File: src/rtl/reg_seq_pkg.sv
// reg_seq_pkg
// Shared constants for the register command sequencer: opcode values,
// FSM state encodings and default widths. Also holds a small helper that
// tells the sequencer which opcodes honour the repeat count.
package reg_seq_pkg;

   localparam int DATA_W_DEF = 4;
   localparam int CNT_W_DEF  = 2;

   localparam logic [3:0] OP_NOP  = 4'd0;
   localparam logic [3:0] OP_CLR  = 4'd1;
   localparam logic [3:0] OP_LOAD = 4'd2;
   localparam logic [3:0] OP_INC  = 4'd3;
   localparam logic [3:0] OP_DEC  = 4'd4;
   localparam logic [3:0] OP_SHR  = 4'd5;
   localparam logic [3:0] OP_SHL  = 4'd6;
   localparam logic [3:0] OP_ROR  = 4'd7;
   localparam logic [3:0] OP_ROL  = 4'd8;

   localparam logic [0:0] S_IDLE = 1'b0;
   localparam logic [0:0] S_EXEC = 1'b1;

   // Only the counting/shifting ops expand into a burst; everything else
   // (including the undefined codes) is a single cycle.
   function automatic logic is_repeated(input logic [3:0] op);
      return (op >= OP_INC) && (op <= OP_ROL);
   endfunction

endpackage

File: src/rtl/reg_seq_decode.sv
// reg_seq_decode
// Purely combinational control decode for the register sequencer.
// Ports:
//   state  - current sequencer state (controls only active in S_EXEC)
//   op     - latched opcode
//   data   - latched command data (load value / fill bit in bit 0)
//   reg_q  - live register output, used as rotate feedback
//   cl, ld, inc, dec, sr, ir, sl, il - register control lines
//   reg_d  - register data input (load value during LOAD, else 0)
module reg_seq_decode
   import reg_seq_pkg::*;
#(
   parameter int DATA_W = DATA_W_DEF
) (
   input  logic [0:0]        state,
   input  logic [3:0]        op,
   input  logic [DATA_W-1:0] data,
   input  logic [DATA_W-1:0] reg_q,
   output logic              cl,
   output logic              ld,
   output logic              inc,
   output logic              dec,
   output logic              sr,
   output logic              ir,
   output logic              sl,
   output logic              il,
   output logic [DATA_W-1:0] reg_d
);

   // Everything defaults low so IDLE, NOP and the undefined opcodes drive
   // nothing. Rotates take their feedback bit from the live register
   // output each cycle, so every pulse of a burst rotates the current value.
   always_comb begin
      cl    = 1'b0;
      ld    = 1'b0;
      inc   = 1'b0;
      dec   = 1'b0;
      sr    = 1'b0;
      ir    = 1'b0;
      sl    = 1'b0;
      il    = 1'b0;
      reg_d = '0;
      if (state == S_EXEC) begin
         case (op)
            OP_CLR:  cl = 1'b1;
            OP_LOAD: begin
               ld    = 1'b1;
               reg_d = data;
            end
            OP_INC:  inc = 1'b1;
            OP_DEC:  dec = 1'b1;
            OP_SHR: begin
               sr = 1'b1;
               ir = data[0];
            end
            OP_SHL: begin
               sl = 1'b1;
               il = data[0];
            end
            OP_ROR: begin
               sr = 1'b1;
               ir = reg_q[0];
            end
            OP_ROL: begin
               sl = 1'b1;
               il = reg_q[DATA_W-1];
            end
            default: ;
         endcase
      end
   end

endmodule

File: src/rtl/reg_sequencer.sv
// reg_sequencer
// Accepts one opcode per valid/ready handshake and expands it into a burst
// of single-cycle control pulses for the downstream 4-bit register.
// Ports:
//   clk, rst         - clock, synchronous active-high reset
//   cmd_valid/ready  - command handshake (ready only while idle)
//   cmd_op           - opcode, cmd_data - load value / fill bit,
//   cmd_cnt          - repeat count minus one
//   reg_q            - register output (rotate feedback)
//   cl..il, reg_d    - register controls and data input
//   busy             - burst in progress, done - pulse on last burst cycle
module reg_sequencer
   import reg_seq_pkg::*;
#(
   parameter int DATA_W = DATA_W_DEF,
   parameter int CNT_W  = CNT_W_DEF
) (
   input  logic              clk,
   input  logic              rst,
   input  logic              cmd_valid,
   output logic              cmd_ready,
   input  logic [3:0]        cmd_op,
   input  logic [DATA_W-1:0] cmd_data,
   input  logic [CNT_W-1:0]  cmd_cnt,
   input  logic [DATA_W-1:0] reg_q,
   output logic              cl,
   output logic              ld,
   output logic              inc,
   output logic              dec,
   output logic              sr,
   output logic              ir,
   output logic              sl,
   output logic              il,
   output logic [DATA_W-1:0] reg_d,
   output logic              busy,
   output logic              done
);

   logic [0:0]        state;
   logic [3:0]        op;
   logic [DATA_W-1:0] data;
   logic [CNT_W-1:0]  remaining;
   logic              accept;

   // Ready is held low during reset so nothing is accepted on a reset edge.
   assign cmd_ready = (state == S_IDLE) && !rst;
   assign accept    = cmd_valid && cmd_ready;
   assign busy      = (state == S_EXEC);
   assign done      = busy && (remaining == '0);

   // FSM plus command latches. The burst length is held as "pulses left
   // after this one", so the last cycle is simply remaining == 0 and the
   // FSM drops back to IDLE on that edge, giving one idle cycle between
   // back-to-back commands.
   always_ff @(posedge clk) begin
      if (rst) begin
         state     <= S_IDLE;
         op        <= OP_NOP;
         data      <= '0;
         remaining <= '0;
      end else begin
         case (state)
            S_IDLE: begin
               if (accept) begin
                  state     <= S_EXEC;
                  op        <= cmd_op;
                  data      <= cmd_data;
                  remaining <= is_repeated(cmd_op) ? cmd_cnt : '0;
               end
            end
            S_EXEC: begin
               if (remaining == '0) begin
                  state <= S_IDLE;
               end else begin
                  remaining <= remaining - CNT_W'(1);
               end
            end
            default: state <= S_IDLE;
         endcase
      end
   end

   // Control decode lives in its own block so the FSM stays readable.
   reg_seq_decode #(
      .DATA_W (DATA_W)
   ) u_decode (
      .state (state),
      .op    (op),
      .data  (data),
      .reg_q (reg_q),
      .cl    (cl),
      .ld    (ld),
      .inc   (inc),
      .dec   (dec),
      .sr    (sr),
      .ir    (ir),
      .sl    (sl),
      .il    (il),
      .reg_d (reg_d)
   );

endmodule

File: config.mk
export PLATFORM = sky130hd
export DESIGN_NAME = reg_sequencer
export DESIGN_NICKNAME = d
export VERILOG_FILES = /design/src/rtl/reg_seq_pkg.sv /design/src/rtl/reg_seq_decode.sv /design/src/rtl/reg_sequencer.sv
export SDC_FILE = /design/constraint.sdc
export NUM_CORES = 1
export LEC_CHECK = 0
export BUFFER_PORTS_ARGS = -buffer_cell sky130_fd_sc_hd__buf_2
export CORE_ASPECT_RATIO = 0.6
export CORE_MARGIN = 2
export CORE_UTILIZATION = 25
export CTS_CLUSTER_SIZE = 28
export DETAILED_ROUTE_END_ITERATION = 12
export PLACE_DENSITY_LB_ADDON = 0.12
export SKIP_CTS_REPAIR_TIMING = 1
export SYNTH_ARGS = -nofsm -noshare
export SYNTH_HDL_FRONTEND = slang
export SYNTH_SLANG_ARGS = --single-unit
export TNS_END_PERCENT = 5
File: constraint.sdc
create_clock -name clk -period 1.71 [get_ports clk]
set_clock_uncertainty 0.05 [all_clocks]
set_input_delay 0.171 -clock clk [delete_from_list [all_inputs] [get_ports clk]]
set_output_delay 0.171 -clock clk [all_outputs]
set_load 0.005 [all_outputs]
## Word level (Yosys, flattened, before mapping)

Cells that the tools add are included.
Widths: inputs -> output; s select.

- Mux-type cells: 25
- Equal/unequal tests: 10
- Order comparisons: 2
- Reductions and logical operators: 10
- Add/subtract/negate cells: 1
- Bitwise logic cells: 1

Operator list:

| operator | number |
|---|---|
| $eq 4x3->1 const B | 4 |
| $mux 1 | 16 |
| $eq 4x2->1 const B | 2 |
| $mux 4 | 2 |
| $mux 2 | 3 |
| $pmux 1 s2 | 3 |
| $eq 4x1->1 const B | 1 |
| $eq 4x4->1 const B | 1 |
| $ge 4x2->1 const B | 1 |
| $le 4x4->1 const B | 1 |
| $logic_and 1x1->1 | 4 |
| $ne 2x2->1 const B | 2 |
| $pmux 2 s2 | 1 |
| $reduce_and 2->1 | 2 |
| $reduce_or 2->1 | 2 |
| $logic_not 2->1 | 1 |
| $sub 2x1->2 const B | 1 |
| $logic_not 1->1 | 1 |
| $not 1->1 | 1 |

- Word-level logic and storage cells: 53
- Input bits: 17
- Output and inout bits: 15
- Register bits after elaboration: 11

## Longest topological paths before layout

Gate-level depths: netlist of run 1.

- Depth in word-level cells: 5
- Gate-level depth with buffers: 5
- Gate-level depth less buffers: 5

## Cells and area by module

From an unflattened synthesis of run 1, not the netlist that was laid out.

- Cells, all modules: 81
- Area total of the unflattened synthesis: 694.4 um2

By module, submodules not included:

| module | times used | seq. area each (um2) | cells each | area an instance (um2) |
|---|---|---|---|---|
| reg_sequencer | 1 | 220.2 | 58 | 476.7 |
| reg_seq_decode | 1 | 0.0 | 23 | 217.7 |

## Worst setup path before layout of run 1

OpenSTA, ideal clock, no wires.

- Kind: reg2reg
- Start point: register remaining[0]
- End point: register remaining[0]
- Path slack: 359 ps
- Arrival time: 1,230 ps
- Stages on the path, launching flop included: 6
- Cells stage by stage: dfxtp_1 inv_1 ha_1 or4b_1 o41ai_1 o21bai_1

- Cells in the longest elaborated chain, start to end: 3
- Elaborated cells between the ends (all ways): 6

RTL lines:

| what | RTL line | source |
|---|---|---|
| from (decl) | reg_sequencer.sv:42 | `logic [CNT_W-1:0] remaining;` |
| from (signal assigned) | reg_sequencer.sv:68 | `remaining <= is_repeated(cmd_op) ? cmd_cnt : '0;` |
| from (signal assigned) | reg_sequencer.sv:75 | `remaining <= remaining - CNT_W'(1);` |
| $sub 2x1->2 or $logic_not 2->1 (tied branches) | reg_sequencer.sv:75, reg_sequencer.sv:72 |  |
| $mux 2 or $ne 2x2->1 (tied branches) | n/a |  |
| $pmux 2 s2 or $reduce_and 2->1 (tied branches) | n/a |  |

Several ways; a longest one is shown, not always the timed one. The select of a mux whose other input is x is not followed.
A chain may end at the register's enable or synchronous reset.

## Worst setup path after layout of run 1

- Start point: register state, in the netlist busy
- End point: output port reg_d[1]

- Cells in the longest elaborated chain, start to end: 1

RTL lines:

| what | RTL line | source |
|---|---|---|
| from (decl) | reg_sequencer.sv:39 | `logic [0:0] state;` |
| from (signal assigned) | reg_sequencer.sv:57 | `state <= S_IDLE;` |
| from (signal assigned) | reg_sequencer.sv:65 | `state <= S_EXEC;` |
| from (signal assigned) | reg_sequencer.sv:73 | `state <= S_IDLE;` |
| $mux 4 | reg_seq_decode.sv:43 | `if (state == S_EXEC) begin` |
| to (decl) | reg_sequencer.sv:34 | `output logic [DATA_W-1:0] reg_d,` |

No other way between the ends.

==> impl_table.tex, run 1 <==
\begin{tabular}{lr}
\hline
Metric & Value \\
\hline
\multicolumn{2}{l}{\textbf{Layout}} \\
\quad Storage element area & roughly 220 sq um \\
\quad Most frequent standard cell in the layout excluding fill and tap cells & buf\_2 \\
\quad Cell Count, Final, Fillers Out & 151 \\
\quad Synthesis-to-layout area growth & 35.6\% \\
\quad Leading cell types in the layout, fill and taps excluded & 29 x buf\_2, 16 x nand2\_1, 11 x a21oi\_1 \\
\quad Multi-input logic area & between 300 and 400 sq um \\
\quad Diode insertion count for antenna repair & 0 \\
\quad Share of post-route cells with drive strength above 1 & 30.3\% \\
\quad Layout net count & 138 \\
\quad Fillers & 272 \\
\multicolumn{2}{l}{\textbf{Placement}} \\
\quad Final HPWL DP & around 1300 microns \\
\quad RePlAce Congestion & 0.775 \\
\quad Cell total after placement & 147 \\
\quad Placement-stage worst setup slack & 0.185 ns \\
\quad Quantity of I/O buffers inserted on ports & 29 \\
\multicolumn{2}{l}{\textbf{Synth}} \\
\quad Sequential element share of the synthesized area & about a third \\
\quad Post-synth design cell area & 647 sq um \\
\quad Flip-flop and latch count after synthesis & 11 \\
\quad Net count after synthesis & around 110 \\
\quad Mean Syn Cell Area & 7.27 sq um \\
\quad Library cells used by synthesis & 28 \\
\quad Post-synthesis instance total & 89 \\
\quad Total of warnings raised by yosys & 0 \\
\multicolumn{2}{l}{\textbf{Setup path}} \\
\quad Highest fanout seen on the critical path & 13 \\
\quad Critical path class & reg -> out \\
\quad Largest stage delay on the critical path & approximately 0.4 ns \\
\quad Crit path launch type & flip-flop \\
\quad Slack of the worst reg-to-reg path & 0.26 ns \\
\quad Origin of the worst setup path & busy \\
\quad Worst R2R Path Depth & 5 \\
\quad Worst EP required & 1.49 ns \\
\quad WP data arrival & approximately 1.3 ns \\
\quad Worst path cell trace & nand2b\_1 > nor3\_4 > and2\_1 > buf\_2 \\
\quad Critical R2R Capture & remaining[0] \\
\quad Critical Path Sink Type & primary output \\
\quad Slowest cell on the critical path & dfxtp\_4 \\
\quad Beginning of the worst register-to-register path & remaining[0] \\
\multicolumn{2}{l}{\textbf{STA}} \\
\quad Worst Max-Slew Pin Slew & between 0.3 and 0.4 ns \\
\quad Smallest setup slack after layout & 0.182 ns \\
\quad Number of pins exceeding their max-slew limit in the final report & 0 \\
\quad Setup violators final & 0 \\
\quad Setup repair after global routing missed its margin & false \\
\quad Highest clock frequency the design can meet & around 650 MHz \\
\quad Setup Total Neg Slack & 0 ns \\
\quad Final hold vios & 0 \\
\quad Fin crit share & approximately nine tenths \\
\quad Relative max-transition margin & 74.8\% \\
\quad Final critical path time including I/O delays and setup & 1.53 ns \\
\multicolumn{2}{l}{\textbf{Floorplanning}} \\
\quad Overall die height & 43.4 microns \\
\quad I/O pin count & 32 \\
\quad Cell row count & 14 \\
\quad Die area & 3020 sq um \\
\quad Std-Cell Core Area & 2490 sq um \\
\quad Die span in x & approximately 70 microns \\
\quad Initial Util & 26.0\% \\
\multicolumn{2}{l}{\textbf{Clocking}} \\
\quad Clock root buffer master & clkbuf\_8 \\
\quad CTS Buffer Depth & 2 \\
\quad CTS tree & yes \\
\quad Reg clk slew, reported paths & $\sim$0.05 ns \\
\quad Num CTS Buffers & 3 \\
\quad Clk sinks & 11 \\
\quad Level count of the clock H-tree & 1 \\
\quad Worst-skew pair later-pin latency & 0.24 ns \\
\multicolumn{2}{l}{\textbf{Pwr}} \\
\quad Combinational fraction of design power & 15.9\% \\
\quad Power per unit of standard cell area & $\sim$740 nW/um\^{}2 \\
\quad Sw Share & between 20\% and 30\% \\
\quad Proportion of power drawn by flip-flops and latches & 44.0\% \\
\quad Cell Int Power & 484 uW \\
\quad Proportion of power drawn by the clock network & approximately two fifths \\
\quad Peak supply drop & 276 uV \\
\quad Switching power of the nets & 168 uW \\
\quad Reported leakage power & 0.384 nW \\
\quad Final Total Pwr & approximately 650 uW \\
\multicolumn{2}{l}{\textbf{Min path}} \\
\quad Worst min-delay path endpoint & data[1] \\
\quad Hold path depth & 3 \\
\quad Hold Crit Start & cmd\_data[1] \\
\quad Class of the tightest hold or removal check & in -> reg \\
\multicolumn{2}{l}{\textbf{Global route}} \\
\quad Maximum number of pins on one net before global-route repair & 16 \\
\quad Global-route wire length before repair & 2880 microns \\
\quad Initial antenna violation count & 0 \\
\quad Vias in the first global route & $\sim$620 \\
\quad Total congestion overflow after global routing & 0 \\
\quad Global-route usage over all layers & 12.4\% \\
\multicolumn{2}{l}{\textbf{Drt}} \\
\quad TritonRoute pass-1 iters & 4 \\
\quad Violation count after the first detailed-route iteration & 30 \\
\quad Final Routed Wirelength & between 1500 and 2000 microns \\
\quad Antenna violation net count after detailed routing & 0 \\
\quad Average detailed-routed wire length per instance & 11.0 microns \\
\quad DRC violations left & 0 \\
\quad Post-DR vias/cell & 4.54 \\
\quad Vias after detailed routing & between 600 and 700 \\
\multicolumn{2}{l}{\textbf{Outcome}} \\
\quad Result of the run & complete, no violations \\
\multicolumn{2}{l}{\textbf{Job}} \\
\quad Number of max-capacitance violations reported & 0 \\
\hline
\end{tabular}
==> critical path, delay by kind of cell, from the launching register on <==
family / cells / cell delay, ns
flops: 1 / 0.40
buf+inv: 1 / 0.11
simple gates: 3 / 0.55
==> sequential cells by signal, summed over array words and instances (netlist names) <==
register	count
busy	1
data	4
remaining	2
op	4
==> power groups by stage <==
stage	Combinational [mW]	Clock (mW)	Sequential (mW)
after floorplan	0.0685	0	0.286
after global placement	0.102	0	0.292
after detailed placement	0.103	0	0.292
after CTS	0.104	0.267	0.287
after global routing	0.118	0.286	0.290
final	0.104	0.261	0.287
==> cell type report <==
| class | count | area share, % |
|---|---|---|
| Clock buffer | 4 | 5.14 |
| Inverter | 4 | 1.71 |
| Tap cell | 32 | 4.56 |
| Timing Repair Buffer | 31 | 18.3 |
| Sequential cell | 11 | 25.5 |
| Multi-Input combinational cell | 69 | 44.8 |
==> stage by stage <==
| stage | hold WS (ns) | area (sq um) | util [%] |
|---|---|---|---|
| after floorplan | 0.200 | 647 | - |
| after global placement | 0.367 | 822 | 33.0 |
| after detailed placement | 0.369 | 822 | 33.0 |
| after CTS | 0.122 | 867 | 34.9 |
| after global routing | 0.131 | 877 | 35.3 |
| final | 0.125 | 877 | 35.3 |
==> routing by layer <==
metal  vias up  global-route usage (%)  wire length (microns)
met3         2                    5.81                    123
met4         0                    3.46                      8
met5         -                       0                      0
li1        366                       -                      -
met2        21                    18.3                    653
met1       296                    16.4                    870
==> logic make-up after synthesis <==
| family | after synthesis | synth area share (%) |
|---|---|---|
| flip-flops | 11 | 34.0 |
| multiplexers | 1 | 1.55 |
| buffers and inverters | 9 | 6.19 |
| AO/OA/AOI/OAI | 17 | 15.7 |
| AND/OR/NAND/NOR | 50 | 40.6 |
| adder cells (fa/ha/maj) | 1 | 1.93 |
==> worst max path at each step <==
| stage | end | slack [ns] | cells after the start |
|---|---|---|---|
| floorplan | remaining[0] | 0.36 | 5 |
| global placement | reg_d[1] | 0.23 | 4 |
| detailed placement | reg_d[1] | 0.18 | 4 |
| CTS | reg_d[1] | -0.08 | 4 |
| global route | reg_d[0] | 0.05 | 4 |
| finish | reg_d[1] | 0.18 | 4 |
==> Yosys cell counts (all sizes together) <==
master / n / area, sq um
nor4b: 1 / 8.76
nand3b: 2 / 15.0
ha: 1 / 12.5
a21o: 1 / 7.51
buf: 3 / 17.5
nor3: 4 / 25.0
nor3b: 2 / 15.0
nand2b: 3 / 18.8
a22oi: 1 / 7.51
nor4: 2 / 12.5
a222oi: 1 / 10.0
or4b: 1 / 10.0
nand2: 16 / 60.1
and2b: 1 / 7.51
o21bai: 1 / 7.51
nor2: 8 / 30.0
mux2i: 1 / 10.0
and2: 5 / 31.3
nor2b: 3 / 18.8
inv: 4 / 15.0
dfxtp: 11 / 220
o21ai: 1 / 5.00
o41ai: 1 / 8.76
clkbuf: 2 / 7.51
a21oi: 11 / 55.1
nand3: 2 / 10.0
(Power assumes the default switching activity.)
==> run 2: changes to the inputs <==
--- a/config.mk
+++ b/config.mk
@@ -6,9 +6,11 @@
 export NUM_CORES = 1
 export LEC_CHECK = 0
 export BUFFER_PORTS_ARGS = -buffer_cell sky130_fd_sc_hd__buf_2
+export CELL_PAD_IN_SITES_DETAIL_PLACEMENT = 2
+export CELL_PAD_IN_SITES_GLOBAL_PLACEMENT = 2
 export CORE_ASPECT_RATIO = 0.6
 export CORE_MARGIN = 2
-export CORE_UTILIZATION = 25
+export CORE_UTILIZATION = 20
 export CTS_CLUSTER_SIZE = 28
 export DETAILED_ROUTE_END_ITERATION = 12
 export PLACE_DENSITY_LB_ADDON = 0.12
==> constraint.sdc (replaced) <==
create_clock -name clk -period 1.3 [get_ports clk]
set_clock_uncertainty 0.05 [all_clocks]
set_input_delay 0.13 -clock clk [delete_from_list [all_inputs] [get_ports clk]]
set_output_delay 0.13 -clock clk [all_outputs]
set_load 0.005 [all_outputs]
==> impl_table.tex, run 2 (synthesis gave the netlist of run 1 again) <==
\begin{tabular}{lr}
\hline
Metric & Value \\
\hline
\multicolumn{2}{l}{\textbf{Floorplanning}} \\
\quad Std-Cell Core Area & 2970 sq um \\
\quad Die area & 3720 sq um \\
\quad I/O pin count & 32 \\
\quad Die span in x & 77.4 microns \\
\quad Initial Util & 21.8\% \\
\quad Cell row count & 15 \\
\quad Overall die height & 48.1 microns \\
\multicolumn{2}{l}{\textbf{Global route}} \\
\quad Initial antenna violation count & 0 \\
\quad Highest-utilization routing layer at the global route stage & met2 \\
\quad Maximum number of pins on one net before global-route repair & 9 \\
\quad Total congestion overflow after global routing & 0 \\
\quad Met2 global-route usage & 22.3\% \\
\quad Vias in the first global route & $\sim$750 \\
\quad Met3 track utilization from global routing & 4.91\% \\
\quad Routing usage on met1 & 16.8\% \\
\quad Global-route usage over all layers & between 10\% and 20\% \\
\quad Global-route wire length before repair & 3710 microns \\
\multicolumn{2}{l}{\textbf{Setup path}} \\
\quad Worst R2R Path Depth & 5 \\
\quad Worst EP required & 1.12 ns \\
\quad WP data arrival & around 1.3 ns \\
\quad Critical Path Sink Type & primary output \\
\quad Critical path class & reg -> out \\
\quad Origin of the worst setup path & op[3] \\
\quad Highest fanout seen on the critical path & 7 \\
\quad Beginning of the worst register-to-register path & remaining[0] \\
\quad Crit path launch type & flip-flop \\
\multicolumn{2}{l}{\textbf{STA}} \\
\quad Setup Total Neg Slack & -0.927 ns \\
\quad Smallest setup slack after layout & -0.162 ns \\
\quad Final hold vios & 0 \\
\quad Worst Max-Slew Pin Slew & 0.361 ns \\
\quad Final critical path time including I/O delays and setup & roughly 1.5 ns \\
\quad Number of pins exceeding their max-slew limit in the final report & 0 \\
\quad Highest clock frequency the design can meet & 684 MHz \\
\quad Setup repair after global routing missed its margin & true \\
\quad Relative max-transition margin & 75.6\% \\
\quad Setup violators final & 14 \\
\quad Fin crit share & 112\% \\
\multicolumn{2}{l}{\textbf{Drt}} \\
\quad Violation count after the first detailed-route iteration & 9 \\
\quad Antenna violation net count after detailed routing & 0 \\
\quad Final Routed Wirelength & about 2600 microns \\
\quad Average detailed-routed wire length per instance & 14.9 microns \\
\quad Post-DR vias/cell & 4.56 \\
\quad DRC violations left & 0 \\
\quad TritonRoute pass-1 iters & 4 \\
\quad Vias after detailed routing & 780 \\
\multicolumn{2}{l}{\textbf{Clocking}} \\
\quad Worst-skew pair later-pin latency & 0.24 ns \\
\quad Clk sinks & 11 \\
\quad Clock root buffer master & clkbuf\_8 \\
\quad CTS tree & yes \\
\quad Level count of the clock H-tree & 1 \\
\quad CTS Buffer Depth & 2 \\
\quad Reg clk slew, reported paths & 0.05 ns \\
\quad Num CTS Buffers & 3 \\
\multicolumn{2}{l}{\textbf{Layout}} \\
\quad Largest registers in the final layout & data: 4 flops, op: 4 flops, remaining: 2 flops \\
\quad Share of post-route cells with drive strength above 1 & 49.6\% \\
\quad Synthesis-to-layout area growth & 60.7\% \\
\quad Most frequent standard cell in the layout excluding fill and tap cells & buf\_2 \\
\quad Leading cell types in the layout, fill and taps excluded & 29 x buf\_2, 16 x nand2\_1, 11 x a21oi\_1, 11 x buf\_4, 8 x nor2\_1 \\
\quad Cell Count, Final, Fillers Out & 171 \\
\quad Diode insertion count for antenna repair & 0 \\
\quad Layout net count & 148 \\
\multicolumn{2}{l}{\textbf{Pwr}} \\
\quad Power per unit of standard cell area & 893 nW/um\^{}2 \\
\quad Final Total Pwr & 929 uW \\
\quad Peak supply drop & 323 uV \\
\quad Reported leakage power & 0.457 nW \\
\multicolumn{2}{l}{\textbf{Placement}} \\
\quad Cell total after placement & 167 \\
\quad Final HPWL DP & 1970 microns \\
\quad Placement-stage worst setup slack & -0.174 ns \\
\quad RePlAce Congestion & 0.719 \\
\quad Quantity of I/O buffers inserted on ports & 29 \\
\multicolumn{2}{l}{\textbf{Min path}} \\
\quad Hold path depth & 3 \\
\quad Class of the tightest hold or removal check & in -> reg \\
\quad Hold Crit Start & cmd\_data[1] \\
\multicolumn{2}{l}{\textbf{Outcome}} \\
\quad Failing checks & negative setup slack \\
\quad Result of the run & finished with violations \\
\multicolumn{2}{l}{\textbf{Job}} \\
\quad Number of max-capacitance violations reported & 0 \\
\hline
\end{tabular}
run 2: routing by layer:
layer / vias up / share of wire (%)
li1: 383 / -
met1: 376 / 46
met2: 17 / 47
met3: 4 / 5.0
met4: 0 / 1.7
met5: - / 0
run 2: per-stage QoR:
step	area, sq um	utilization [%]	hold WS (ns)
6_report	1040	35.1	0.0731
3_3_place_gp	912	30.8	0.327
5_1_grt	1040	35.1	0.0887
2_1_floorplan	649	-	0.159
3_5_place_dp	912	30.8	0.328
4_1_cts	957	32.3	0.0722
run 2: final cells by class:
class	instances	area, sq um
fillers	365	1930
multi-input cells	69	458
repair buffers	41	239
flip-flops and latches	11	230
well taps	42	52.6
clock buffers	4	45.0
inverters	4	15.0
run 2: power breakdown:
| part | internal (mW) | switching, mW | total (mW) |
|---|---|---|---|
| sequential | 0.360 | 0.0246 | 0.384 |
| combinational | 0.0969 | 0.0958 | 0.193 |
| clock | 0.216 | 0.136 | 0.352 |
| total | 0.673 | 0.256 | 0.929 |
run 2: final timing paths:
| kind | end | slack, ns |
|---|---|---|
| worst min register to register | data[1] | 0.40 |
| worst min-delay path | data[1] | 0.07 |
| worst max-delay path | cl | -0.16 |
| worst max register to register | remaining[0] | -0.06 |
run 2: critical path, stage by stage (launching register included):
cell and delay, ns:
dfxtp_2 0.37, nand3b_1 0.27, nor3_1 0.23, buf_2 0.17
==> run 3: changes to the inputs <==
--- a/config.mk
+++ b/config.mk
@@ -13,7 +13,7 @@
 export CORE_UTILIZATION = 20
 export CTS_CLUSTER_SIZE = 28
 export DETAILED_ROUTE_END_ITERATION = 12
-export PLACE_DENSITY_LB_ADDON = 0.12
+export PLACE_DENSITY_LB_ADDON = 0.1
 export SKIP_CTS_REPAIR_TIMING = 1
 export SYNTH_ARGS = -nofsm -noshare
 export SYNTH_HDL_FRONTEND = slang
==> impl_table.tex, run 3 (synthesis gave the netlist of run 1 again) <==
\begin{tabular}{lr}
\hline
Metric & Value \\
\hline
\multicolumn{2}{l}{\textbf{STA}} \\
\quad Relative max-transition margin & between 70 and 80\% \\
\quad Setup repair after global routing missed its margin & true \\
\quad Number of pins exceeding their max-slew limit in the final report & 0 \\
\quad Final hold vios & 0 \\
\quad Final critical path time including I/O delays and setup & 1.40 ns \\
\quad Setup violators final & 11 \\
\quad Setup Total Neg Slack & -0.606 ns \\
\quad Smallest hold slack & just under 0.08 ns \\
\quad Fin crit share & 107\% \\
\quad Highest clock frequency the design can meet & 717 MHz \\
\quad Worst Max-Slew Pin Slew & 0.378 ns \\
\quad Smallest setup slack after layout & -0.0956 ns \\
\multicolumn{2}{l}{\textbf{Layout}} \\
\quad Fillers & 360 \\
\quad Storage element area & 233 sq um \\
\quad Largest registers in the final layout & data: 4 flops, op: 4 flops, remaining: 2 flops \\
\quad Layout net count & approximately 150 \\
\quad Diode insertion count for antenna repair & 0 \\
\quad Core occupancy in the finished layout & between 30 and 40\% \\
\quad Synthesis-to-layout area growth & 56.3\% \\
\quad Most frequent standard cell in the layout excluding fill and tap cells & buf\_2 \\
\quad Cell Count, Final, Fillers Out & 170 \\
\quad Leading cell types in the layout, fill and taps excluded & 29 x buf\_2, 16 x nand2\_1, 11 x buf\_4 \\
\quad Share of post-route cells with drive strength above 1 & 46.1\% \\
\quad Multi-input logic area & 438 sq um \\
\multicolumn{2}{l}{\textbf{Min path}} \\
\quad Hold Crit Start & cmd\_data[0] \\
\quad Class of the tightest hold or removal check & in -> reg \\
\quad Hold path depth & 3 \\
\quad Worst min-delay path endpoint & data[0] \\
\multicolumn{2}{l}{\textbf{Floorplanning}} \\
\quad Overall die height & 48.1 microns \\
\quad Cell row count & 15 \\
\quad I/O pin count & 32 \\
\quad Std-Cell Core Area & roughly 3000 sq um \\
\quad Die span in x & 77.4 microns \\
\quad Initial Util & 21.8\% \\
\quad Die area & 3720 sq um \\
\multicolumn{2}{l}{\textbf{Clocking}} \\
\quad Level count of the clock H-tree & 1 \\
\quad Num CTS Buffers & 3 \\
\quad Clk sinks & 11 \\
\quad Worst-skew pair later-pin latency & roughly 0.24 ns \\
\quad Reg clk slew, reported paths & 0.05 ns \\
\quad CTS Buffer Depth & 2 \\
\quad CTS tree & yes \\
\quad Clock root buffer master & clkbuf\_8 \\
\multicolumn{2}{l}{\textbf{Placement}} \\
\quad Placement-stage worst setup slack & -0.141 ns \\
\quad Final HPWL DP & between 1500 and 2000 microns \\
\quad RePlAce Congestion & just under 0.7 \\
\quad Quantity of I/O buffers inserted on ports & 29 \\
\quad Cell total after placement & 166 \\
\multicolumn{2}{l}{\textbf{Drt}} \\
\quad Average detailed-routed wire length per instance & 13.1 microns \\
\quad TritonRoute pass-1 iters & 4 \\
\quad Vias after detailed routing & around 750 \\
\quad Post-DR vias/cell & 4.42 \\
\quad Antenna violation net count after detailed routing & 0 \\
\quad Violation count after the first detailed-route iteration & 17 \\
\quad Final Routed Wirelength & $\sim$2200 microns \\
\quad DRC violations left & 0 \\
\multicolumn{2}{l}{\textbf{Setup path}} \\
\quad Critical Path Sink Type & primary output \\
\quad Critical path class & reg -> out \\
\quad Slack of the worst reg-to-reg path & -0.07 ns \\
\quad Worst EP required & 1.12 ns \\
\quad Crit path launch type & flip-flop \\
\quad WP data arrival & roughly 1.2 ns \\
\quad Worst R2R Path Depth & 5 \\
\quad Beginning of the worst register-to-register path & remaining[1] \\
\quad Highest fanout seen on the critical path & 5 \\
\quad Critical R2R Capture & remaining[0] \\
\multicolumn{2}{l}{\textbf{Outcome}} \\
\quad Failing checks & negative setup slack \\
\quad Result of the run & finished with violations \\
\multicolumn{2}{l}{\textbf{Global route}} \\
\quad Global-route usage over all layers & roughly 13\% \\
\quad Maximum number of pins on one net before global-route repair & 11 \\
\quad Global-route wire length before repair & 3710 microns \\
\quad Total congestion overflow after global routing & 0 \\
\quad Initial antenna violation count & 0 \\
\quad Vias in the first global route & 799 \\
\multicolumn{2}{l}{\textbf{Pwr}} \\
\quad Power per unit of standard cell area & 902 nW/um\^{}2 \\
\quad Reported leakage power & 0.441 nW \\
\quad Peak supply drop & 303 uV \\
\multicolumn{2}{l}{\textbf{Job}} \\
\quad Number of max-capacitance violations reported & 0 \\
\hline
\end{tabular}
## run 3: cell count changes in the layout (fill, tap and decap cells not counted), sizes merged
cell and change:
buf -1
## run 3: area by class of cell
cell class | instances | share of cell area [%]
Inverter | 4 | 1.49
Sequential cell | 11 | 23.0
Clock buffer | 4 | 4.46
Multi-Input combinational cell | 69 | 43.3
Timing Repair Buffer | 40 | 22.5
Tap cell | 42 | 5.20
## run 3: worst max path at each step
stage	startpoint	to	slack (ns)	cells after the start
floorplan	remaining[0]	remaining[1]	0.01	5
global placement	busy	remaining[1]	-0.08	4
detailed placement	busy	remaining[1]	-0.14	4
CTS	busy	reg_d[1]	-0.38	4
global route	op[2]	reg_d[3]	-0.19	4
finish	op[2]	reg_d[1]	-0.1	4
## run 3: metal layers
layer	up-vias	routed length [microns]	share of wire [%]	track usage, %
li1	382	-	-	-
met1	348	1160	52	16.7
met2	18	938	42	21.4
met3	4	103	4.6	3.96
met4	0	25	1.1	4.29
met5	-	0	0	0
## run 3: critical path, cell delays in order, from the launching register on
cell	delay [ns]
dfxtp_2	0.34
nand2b_4	0.16
nor3_4	0.22
and2_1	0.15
buf_2	0.10
## run 3: power by group
part           leakage, nW  switching (mW)  internal (mW)
Combinational        0.325          0.0902         0.0928
Sequential          0.0934          0.0235          0.359
Clock               0.0228           0.131          0.216
## run 3: metrics by stage
step                power (mW)  instance area (sq um)
finish                   0.911                   1010
global route             0.979                   1010
CTS                      0.910                    950
detailed placement       0.554                    905
global placement         0.548                    905
floorplan                0.467                    649
